[config.mk]
export PLATFORM = sky130hd
export DESIGN_NAME = ctrl_pipe_regs_flat
export DESIGN_NICKNAME = d
export VERILOG_FILES = /design/src/rtl/ctrl_pipe_regs_if.sv /design/src/rtl/ctrl_pipe_regs.sv /design/src/flat_wrapper.sv
export SDC_FILE = /design/constraint.sdc
export NUM_CORES = 1
export LEC_CHECK = 0
export CORE_MARGIN = 5
export CORE_UTILIZATION = 30
export DETAILED_ROUTE_END_ITERATION = 6
export GPL_TIMING_DRIVEN = 0
export SYNTH_ARGS = -nofsm -noshare
export SYNTH_HDL_FRONTEND = slang
export SYNTH_SLANG_ARGS = --single-unit
[constraint.sdc]
create_clock -name clk -period 1.3 [get_ports clk]
set_input_delay 0.26 -clock clk [delete_from_list [all_inputs] [get_ports clk]]
set_output_delay 0.26 -clock clk [all_outputs]
set_load 0.005 [all_outputs]
[src/rtl/ctrl_pipe_regs_if.sv]
// ctrl_pipe_regs_if: ID-stage control in, pipeline control/tag bundle out.
// Optional perf ports present when CTRL_PIPE_PERF_EN is defined.
//   master: drives ID-stage control, stall/flush; reads staged control/tags.
//   slave : the pipeline register block.
interface ctrl_pipe_regs_if #(
    parameter int REG_AW  = 5,
    parameter int ALUOP_W = 3
`ifdef CTRL_PIPE_PERF_EN
    , parameter int PERF_W = 16
`endif
);
    logic               memStall;
    logic               IDExFlush;
    logic               IDValid;
    logic               ALUSrc;
    logic [ALUOP_W-1:0] ALUOpc;
    logic [1:0]         RegDst;
    logic               MemRead;
    logic               MemWrite;
    logic               RegWrite;
    logic [1:0]         RegData;
    logic [REG_AW-1:0]  IFIDRs;
    logic [REG_AW-1:0]  IFIDRt;
    logic [REG_AW-1:0]  IFIDRd;

    logic               exALUSrc;
    logic [ALUOP_W-1:0] exALUOpc;
    logic [REG_AW-1:0]  IDExRs;
    logic [REG_AW-1:0]  IDExRt;
    logic               IDExMemRead;
    logic [REG_AW-1:0]  ExMemRd;
    logic               ExMemRegWrite;
    logic               ExMemMemRead;
    logic               ExMemMemWrite;
    logic [1:0]         ExMemRegData;
    logic [REG_AW-1:0]  MemWBRd;
    logic               MemWBRegWrite;
    logic [1:0]         MemWBRegData;
    logic               MemWBValid;
`ifdef CTRL_PIPE_PERF_EN
    logic [PERF_W-1:0]  perfRetired;
    logic [PERF_W-1:0]  perfBubbles;
`endif

    modport master (
        output memStall, IDExFlush, IDValid,
        output ALUSrc, ALUOpc, RegDst, MemRead, MemWrite,
        output RegWrite, RegData, IFIDRs, IFIDRt, IFIDRd,
        input  exALUSrc, exALUOpc, IDExRs, IDExRt, IDExMemRead,
        input  ExMemRd, ExMemRegWrite, ExMemMemRead,
        input  ExMemMemWrite, ExMemRegData,
        input  MemWBRd, MemWBRegWrite, MemWBRegData, MemWBValid
`ifdef CTRL_PIPE_PERF_EN
        , input perfRetired, perfBubbles
`endif
    );

    modport slave (
        input  memStall, IDExFlush, IDValid,
        input  ALUSrc, ALUOpc, RegDst, MemRead, MemWrite,
        input  RegWrite, RegData, IFIDRs, IFIDRt, IFIDRd,
        output exALUSrc, exALUOpc, IDExRs, IDExRt, IDExMemRead,
        output ExMemRd, ExMemRegWrite, ExMemMemRead,
        output ExMemMemWrite, ExMemRegData,
        output MemWBRd, MemWBRegWrite, MemWBRegData, MemWBValid
`ifdef CTRL_PIPE_PERF_EN
        , output perfRetired, perfBubbles
`endif
    );
endinterface

[src/rtl/ctrl_pipe_regs.sv]
// ctrl_pipe_regs: ID/EX, EX/MEM, MEM/WB control + register-tag pipeline.
// Ports: clk, rst (sync, active-low), bus (ctrl_pipe_regs_if.slave).
// Define CTRL_PIPE_PERF_EN for saturating retire/bubble counters.
module ctrl_pipe_regs #(
    parameter int REG_AW  = 5,
    parameter int ALUOP_W = 3
`ifdef CTRL_PIPE_PERF_EN
    , parameter int PERF_W = 16
`endif
) (
    input logic clk,
    input logic rst,
    ctrl_pipe_regs_if.slave bus
);
    typedef struct packed {
        logic               valid;
        logic               alu_src;
        logic [ALUOP_W-1:0] alu_opc;
        logic [1:0]         reg_dst;
        logic               mem_read;
        logic               mem_write;
        logic               reg_write;
        logic [1:0]         reg_data;
        logic [REG_AW-1:0]  rs;
        logic [REG_AW-1:0]  rt;
        logic [REG_AW-1:0]  rd;
    } id_ex_t;

    typedef struct packed {
        logic              valid;
        logic              reg_write;
        logic              mem_read;
        logic              mem_write;
        logic [1:0]        reg_data;
        logic [REG_AW-1:0] rd;
    } ex_mem_t;

    typedef struct packed {
        logic              valid;
        logic              reg_write;
        logic [1:0]        reg_data;
        logic [REG_AW-1:0] rd;
    } mem_wb_t;

    id_ex_t  r_idex;
    ex_mem_t r_exmem;
    mem_wb_t r_memwb;

    logic              w_bubble;
    id_ex_t            w_id;
    logic [REG_AW-1:0] w_dst;
    logic              w_dst_ok;
    ex_mem_t           w_ex;

    assign w_bubble = bus.IDExFlush | ~bus.IDValid;

    always_comb begin
        w_id           = '0;
        w_id.valid     = 1'b1;
        w_id.alu_src   = bus.ALUSrc;
        w_id.alu_opc   = bus.ALUOpc;
        w_id.reg_dst   = bus.RegDst;
        w_id.mem_read  = bus.MemRead;
        w_id.mem_write = bus.MemWrite;
        w_id.reg_write = bus.RegWrite;
        w_id.reg_data  = bus.RegData;
        w_id.rs        = bus.IFIDRs;
        w_id.rt        = bus.IFIDRt;
        w_id.rd        = bus.IFIDRd;
    end

    // Destination select; the reserved code writes nothing.
    always_comb begin
        w_dst    = '0;
        w_dst_ok = 1'b0;
        unique case (r_idex.reg_dst)
            2'b00: begin w_dst = r_idex.rt; w_dst_ok = 1'b1; end
            2'b01: begin w_dst = r_idex.rd; w_dst_ok = 1'b1; end
            2'b10: begin w_dst = '1;        w_dst_ok = 1'b1; end
            2'b11: begin w_dst = '0;        w_dst_ok = 1'b0; end
            default: begin w_dst = '0;      w_dst_ok = 1'b0; end
        endcase
    end

    // $0 is never a forwarding source, so drop RegWrite for it.
    always_comb begin
        w_ex           = '0;
        w_ex.valid     = r_idex.valid;
        w_ex.reg_write = r_idex.reg_write & w_dst_ok & (|w_dst);
        w_ex.mem_read  = r_idex.mem_read;
        w_ex.mem_write = r_idex.mem_write;
        w_ex.reg_data  = r_idex.reg_data;
        w_ex.rd        = w_dst;
    end

    always_ff @(posedge clk) begin
        if (!rst) begin
            r_idex  <= '0;
            r_exmem <= '0;
            r_memwb <= '0;
        end else if (!bus.memStall) begin
            r_idex  <= w_bubble ? '0 : w_id;
            r_exmem <= w_ex;
            r_memwb <= '{valid:     r_exmem.valid,
                         reg_write: r_exmem.reg_write,
                         reg_data:  r_exmem.reg_data,
                         rd:        r_exmem.rd};
        end
    end

`ifdef CTRL_PIPE_PERF_EN
    logic [PERF_W-1:0] r_perf_ret;
    logic [PERF_W-1:0] r_perf_bub;

    always_ff @(posedge clk) begin
        if (!rst) begin
            r_perf_ret <= '0;
            r_perf_bub <= '0;
        end else if (!bus.memStall) begin
            if (r_exmem.valid && r_perf_ret != '1)
                r_perf_ret <= r_perf_ret + PERF_W'(1);
            if (w_bubble && r_perf_bub != '1)
                r_perf_bub <= r_perf_bub + PERF_W'(1);
        end
    end

    assign bus.perfRetired = r_perf_ret;
    assign bus.perfBubbles = r_perf_bub;
`endif

    assign bus.exALUSrc      = r_idex.alu_src;
    assign bus.exALUOpc      = r_idex.alu_opc;
    assign bus.IDExRs        = r_idex.rs;
    assign bus.IDExRt        = r_idex.rt;
    assign bus.IDExMemRead   = r_idex.mem_read;
    assign bus.ExMemRd       = r_exmem.rd;
    assign bus.ExMemRegWrite = r_exmem.reg_write;
    assign bus.ExMemMemRead  = r_exmem.mem_read;
    assign bus.ExMemMemWrite = r_exmem.mem_write;
    assign bus.ExMemRegData  = r_exmem.reg_data;
    assign bus.MemWBRd       = r_memwb.rd;
    assign bus.MemWBRegWrite = r_memwb.reg_write;
    assign bus.MemWBRegData  = r_memwb.reg_data;
    assign bus.MemWBValid    = r_memwb.valid;
endmodule
[src/flat_wrapper.sv]
// flat-port wrapper written by rule: the top's interface ports become plain ports
module ctrl_pipe_regs_flat 
#(
    parameter int REG_AW  = 5,
    parameter int ALUOP_W = 3

)
  (clk, rst, bus_memStall, bus_IDExFlush, bus_IDValid, bus_ALUSrc, bus_ALUOpc, bus_RegDst, bus_MemRead, bus_MemWrite, bus_RegWrite, bus_RegData, bus_IFIDRs, bus_IFIDRt, bus_IFIDRd, bus_exALUSrc, bus_exALUOpc, bus_IDExRs, bus_IDExRt, bus_IDExMemRead, bus_ExMemRd, bus_ExMemRegWrite, bus_ExMemMemRead, bus_ExMemMemWrite, bus_ExMemRegData, bus_MemWBRd, bus_MemWBRegWrite, bus_MemWBRegData, bus_MemWBValid);
  ctrl_pipe_regs_if #(.REG_AW(REG_AW), .ALUOP_W(ALUOP_W)) bus_i ();
  input logic clk;
  input logic rst;
  input wire logic [$bits(bus_i.memStall)-1:0] bus_memStall;
  input wire logic [$bits(bus_i.IDExFlush)-1:0] bus_IDExFlush;
  input wire logic [$bits(bus_i.IDValid)-1:0] bus_IDValid;
  input wire logic [$bits(bus_i.ALUSrc)-1:0] bus_ALUSrc;
  input wire logic [$bits(bus_i.ALUOpc)-1:0] bus_ALUOpc;
  input wire logic [$bits(bus_i.RegDst)-1:0] bus_RegDst;
  input wire logic [$bits(bus_i.MemRead)-1:0] bus_MemRead;
  input wire logic [$bits(bus_i.MemWrite)-1:0] bus_MemWrite;
  input wire logic [$bits(bus_i.RegWrite)-1:0] bus_RegWrite;
  input wire logic [$bits(bus_i.RegData)-1:0] bus_RegData;
  input wire logic [$bits(bus_i.IFIDRs)-1:0] bus_IFIDRs;
  input wire logic [$bits(bus_i.IFIDRt)-1:0] bus_IFIDRt;
  input wire logic [$bits(bus_i.IFIDRd)-1:0] bus_IFIDRd;
  output wire logic [$bits(bus_i.exALUSrc)-1:0] bus_exALUSrc;
  output wire logic [$bits(bus_i.exALUOpc)-1:0] bus_exALUOpc;
  output wire logic [$bits(bus_i.IDExRs)-1:0] bus_IDExRs;
  output wire logic [$bits(bus_i.IDExRt)-1:0] bus_IDExRt;
  output wire logic [$bits(bus_i.IDExMemRead)-1:0] bus_IDExMemRead;
  output wire logic [$bits(bus_i.ExMemRd)-1:0] bus_ExMemRd;
  output wire logic [$bits(bus_i.ExMemRegWrite)-1:0] bus_ExMemRegWrite;
  output wire logic [$bits(bus_i.ExMemMemRead)-1:0] bus_ExMemMemRead;
  output wire logic [$bits(bus_i.ExMemMemWrite)-1:0] bus_ExMemMemWrite;
  output wire logic [$bits(bus_i.ExMemRegData)-1:0] bus_ExMemRegData;
  output wire logic [$bits(bus_i.MemWBRd)-1:0] bus_MemWBRd;
  output wire logic [$bits(bus_i.MemWBRegWrite)-1:0] bus_MemWBRegWrite;
  output wire logic [$bits(bus_i.MemWBRegData)-1:0] bus_MemWBRegData;
  output wire logic [$bits(bus_i.MemWBValid)-1:0] bus_MemWBValid;
  assign bus_i.memStall = bus_memStall;
  assign bus_i.IDExFlush = bus_IDExFlush;
  assign bus_i.IDValid = bus_IDValid;
  assign bus_i.ALUSrc = bus_ALUSrc;
  assign bus_i.ALUOpc = bus_ALUOpc;
  assign bus_i.RegDst = bus_RegDst;
  assign bus_i.MemRead = bus_MemRead;
  assign bus_i.MemWrite = bus_MemWrite;
  assign bus_i.RegWrite = bus_RegWrite;
  assign bus_i.RegData = bus_RegData;
  assign bus_i.IFIDRs = bus_IFIDRs;
  assign bus_i.IFIDRt = bus_IFIDRt;
  assign bus_i.IFIDRd = bus_IFIDRd;
  assign bus_exALUSrc = bus_i.exALUSrc;
  assign bus_exALUOpc = bus_i.exALUOpc;
  assign bus_IDExRs = bus_i.IDExRs;
  assign bus_IDExRt = bus_i.IDExRt;
  assign bus_IDExMemRead = bus_i.IDExMemRead;
  assign bus_ExMemRd = bus_i.ExMemRd;
  assign bus_ExMemRegWrite = bus_i.ExMemRegWrite;
  assign bus_ExMemMemRead = bus_i.ExMemMemRead;
  assign bus_ExMemMemWrite = bus_i.ExMemMemWrite;
  assign bus_ExMemRegData = bus_i.ExMemRegData;
  assign bus_MemWBRd = bus_i.MemWBRd;
  assign bus_MemWBRegWrite = bus_i.MemWBRegWrite;
  assign bus_MemWBRegData = bus_i.MemWBRegData;
  assign bus_MemWBValid = bus_i.MemWBValid;
  ctrl_pipe_regs #(.REG_AW(REG_AW), .ALUOP_W(ALUOP_W)) u_core (.clk(clk), .rst(rst), .bus(bus_i));
endmodule
Word-level counts from Yosys, hierarchy flattened
Index checks and enable logic that the tools add are counted.
Widths: inputs -> output; s select.
{ "totals": {"ff_bits": 47, "inputBits": 31, "out_inout_bits": 34, "word_cells": 34} }
{ "classes": {"eq_ne": 3, "n_mux": 3, "bitwise_logic": 4, "n_reduce_logical": 3} }
{ "op_table": {"columns": ["operator", "count"], "rows": [
  ["$mux 27", 1],
  ["$pmux 5 s4", 1],
  ["$reduce_or 5->1", 1],
  ["$eq 2x2->1 const B", 2],
  ["$reduce_or 3->1", 1],
  ["$and 1x1->1", 2],
  ["$eq 2x1->1 const B", 1],
  ["$logic_not 2->1", 1],
  ["$pmux 1 s2", 1],
  ["$not 1->1", 1],
  ["$or 1x1->1", 1]
]} }

Longest topological paths before layout
{ "depth": {"ltp_word": 5, "depth_mapped": 5, "ltp_nobuf": 4} }

Least setup slack after synthesis
Ideal clock, no wire load.
{ "synth_timing": {"path_kind": "register to register", "start": "reg u_core.r_idex[0] (netlist bit)", "end": "reg u_core.r_exmem (netlist bit u_core.bus.ExMemRegWrite)", "setup_ns": 0.114, "arrival_ns": 1.088, "required_time_ns": 1.186, "slack_ns": 0.097, "stages_incl_launch_ff": 5, "n_path_buf": 0, "period_less_slack_ns": 1.203, "path_cell_list": "dfxtp_1 or4b_1 a2bb2oi_1 o21ai_1 nand2_1"} }
{ "synth_via": {"elab_chain_cells": 3} }
{ "synth_lines": {"columns": ["element", "line_no", "rtl"], "rows": [
  ["start, declared", "ctrl_pipe_regs.sv:45", "id_ex_t r_idex;"],
  ["start signal, assigned", "ctrl_pipe_regs.sv:102", "r_idex <= w_bubble ? '0 : w_id;"],
  ["$pmux 5 s4", "ctrl_pipe_regs.sv:76", "unique case (r_idex.reg_dst)"],
  ["$reduce_or 5->1", "ctrl_pipe_regs.sv:89", "w_ex.reg_write = r_idex.reg_write & w_dst_ok & (|w_dst);"],
  ["$and 1x1->1", "ctrl_pipe_regs.sv:89", null],
  ["end signal, assigned", "ctrl_pipe_regs.sv:103", "r_exmem <= w_ex;"],
  ["end, declared", "ctrl_pipe_regs.sv:46", "ex_mem_t r_exmem;"]
]} }
Every way passes these cells.
A chain may end at the register's enable or synchronous reset.

Final worst setup path
Same ends and word-level chain as after synthesis.

==> results_dict.tcl <==
set metrics [dict create \
    stdcell_count 358 \
    finalSetupViolCount 0 \
    postPlaceCellArea_um2 2610 \
    vias_per_cell 4.49 \
    swShare_pct 22.6 \
    gp_congestion 0.763 \
    vias 1606 \
    synthesis.instances 198 \
    gr-usage-met3_pct 4.98 \
    grt_overflow 0 \
    nNetsFinal 313 \
    io_pins 65 \
    place_inst 336 \
    numCtsBuffers 5 \
    postRouteAntennaNets 0 \
    power_switching_uw 627 \
    clk_pin_slew_ps 80 \
    final.fill_count 593 \
    core-area_um2 5990 \
    ys_seq_area_share_pct 50.0 \
    synth_top_area_share_pct 50.0 \
    grt_pass1_wl_mm 7.60 \
    hold_buffers 0 \
    wirelength_mm 4.79 \
    ir_worst_vdd_mv 0.412 \
    cts_tree "done" \
    synth_top_area_cell "dfxtp_1" \
    cp_max_fo 3 \
    synth_seq_cells 47 \
    avgSynthCellArea_um2 9.50 \
    rows 28 \
    yosysUniqueCellTypes 20 \
    grt_max_degree 14 \
    die_y_um 89.2 \
    crit_arrival_ps 1480 \
    synth-main-ff-cell "dfxtp_1" \
    p_clk_share_pct 34.6 \
    clkLatencyLatePin_ps 300 \
    antenna_found_initial 0 \
    drv_slew 0 \
    worstPathRequired_ps 1500 \
    hpwl_mm 3.41 \
    synth_fp_nets 229 \
    dieArea_um2 7950 \
    endpoint_kind "register" \
    yosys_warnings 0 \
    p_int_mw 2.15 \
    mostFrequentLayoutCells "nor2_1 (46), buf_4 (35), dlygate4sd2_1 (30), clkdlybuf4s50_1 (29), a22oi_1 (26)" \
    grtUsageTotal_pct 12.5 \
    power.density_nw_per_um2 990 \
    syn_area_um2 1880 \
    fin_crit_sh_pct 99.0 \
    whs_ps 307 \
    pwr-share-seq_pct 53.6 \
    layout_commonest_cell "nor2_1" \
    cts_sinks 47 \
    die_w_um 89.2 \
    met1_usage_pct 16.1 \
    hold_class "in -> reg" \
    synthArstFlopShare_pct 0 \
    drcViolationCount 0 \
    top_usage_layer "met2" \
    worstMarginPinSlew_ps 429 \
    cts_buffer_depth 2 \
    min_period_ps 1290 \
    globalRouteMet2Util_pct 19.2 \
    io_buffers 63 \
    outcome "completed" \
    synth_edf_count 0 \
    area_growth_syn_to_layout_pct 49.2 \
    layout-drive-gt1-share_pct 29.0 \
    diodes 0 \
    final_area_um2 2810 \
    hold_viol 0 \
    power_mw 2.78 \
    multi_input_comb_area_um2 702 \
    startpoint_type "register" \
    path_class "reg -> reg" \
    relSlewSlack_pct 71.4 \
    synthTopCellsByArea "dfxtp_1 (50%), a22oi_1 (10%), nor2_1 (9.2%)" \
    register_area_um2 972 \
    p_leak_nw 1.31 \
    rsz0062_at_grt "true" \
    clock.fmax_mhz 777 \
    drv_cap 0 \
    start_util_pct 31.4 \
    drt_pass1_iterations 4 \
    htreeDepth 2 \
    wl_per_cell_um 13.4 \
    fin_worst_skew_ps 3.91 \
    cts-root-buf "clkbuf_8" \
    combinationalPowerShare_pct 11.8 \
    drt-initial-drc-count 94 \
    grt_pass1_vias 1582 \
]
[synth_stat cells (2+ instances only)]
library cell and instances:
buf_6 3, dfxtp_1 47, a21oi_1 6, nor2_1 46, mux2i_1 15, nand2_1 2
nor3_1 6, a211oi_1 5, a22oi_1 26, buf_2 7, nand2b_1 5, clkbuf_1 3
buf_4 20
[metal layers]
layer | share of wire (%) | vias to the layer above | wire, um
met5 | 0 | - | 0
met4 | 1.1 | 0 | 52
met3 | 7.6 | 5 | 363
met2 | 44 | 42 | 2110
met1 | 47 | 731 | 2270
li1 | - | 828 | -
[path summary, 6_finish.rpt]
kind	start	endpoint	slack, ps	cells past startpoint
setup / recovery	u_core.r_idex[0]	u_core.bus.ExMemRegWrite	10	4
hold / removal	bus_memStall	u_core.bus.ExMemRd[0]	310	4
hold reg to reg	u_core.bus.ExMemRegWrite	u_core.bus.ExMemRegWrite	480	2
setup reg to reg	u_core.r_idex[0]	u_core.bus.ExMemRegWrite	10	4
[worst max-delay path, cell delays in order (launching register included)]
cell	delay (ps)
dfxtp_2	330
or4b_1	520
a2bb2oi_1	150
o21ai_1	130
nand2_1	60
[cell type report]
| type | instances | area share [%] |
|---|---|---|
| plain buffers | 34 | 8.47 |
| repair buffers | 77 | 24.8 |
| clock buffers | 8 | 3.57 |
| well taps | 75 | 3.35 |
| inverters | 1 | 0.134 |
| multi-input cells | 116 | 25.0 |
| flip-flops and latches | 47 | 34.7 |
[kinds of logic (layout without fill, tap and decap cells)]
logic type | Yosys count | count (layout) | share of synthesized area (%)
compound gates | 39 | 39 | 14.7
buf+inv | 35 | 120 | 12.6
flops | 47 | 47 | 50.0
mux | 15 | 15 | 7.98
simple gates | 62 | 62 | 14.6
[registers in the layout, summed over array words and instances, names as in the netlist, 2 cells and up]
signal / flops
u_core.bus.ExMemRd: 5
u_core.bus.ExMemRegData: 2
u_core.bus.IDExRs: 5
u_core.bus.IDExRt: 5
u_core.bus.MemWBRd: 5
u_core.bus.MemWBRegData: 2
u_core.bus.exALUOpc: 3
u_core.r_idex: 12
[power by group through the flow]
stage	sequential (mW)	combinational [mW]	clock, mW
floorplan	1.52	0.155	0
global placement	1.52	0.320	0
detailed placement	1.52	0.323	0
CTS	1.49	0.331	0.986
global route	1.49	0.358	1.04
finish	1.49	0.327	0.960
[metrics by stage]
stage | setup slack (ps) | utilization [%] | setup TNS, ps
6_report | 13.4 | 46.8 | 0
5_1_grt | -69.6 | 46.8 | -69.6
4_1_cts | 9.62 | 46.7 | 0
3_5_place_dp | -357 | 43.5 | -12740
3_3_place_gp | -332 | 43.5 | -12280
2_1_floorplan | 97.4 | - | 0
[what timing repair did]
action                                  4_1_cts  5_1_grt
pin swaps                                     1        1
gates resized for setup                      59        7
buffers inserted                             14        0
endpoints found under the setup margin       54       24
Note: power is estimated with default switching activity, not from simulation.
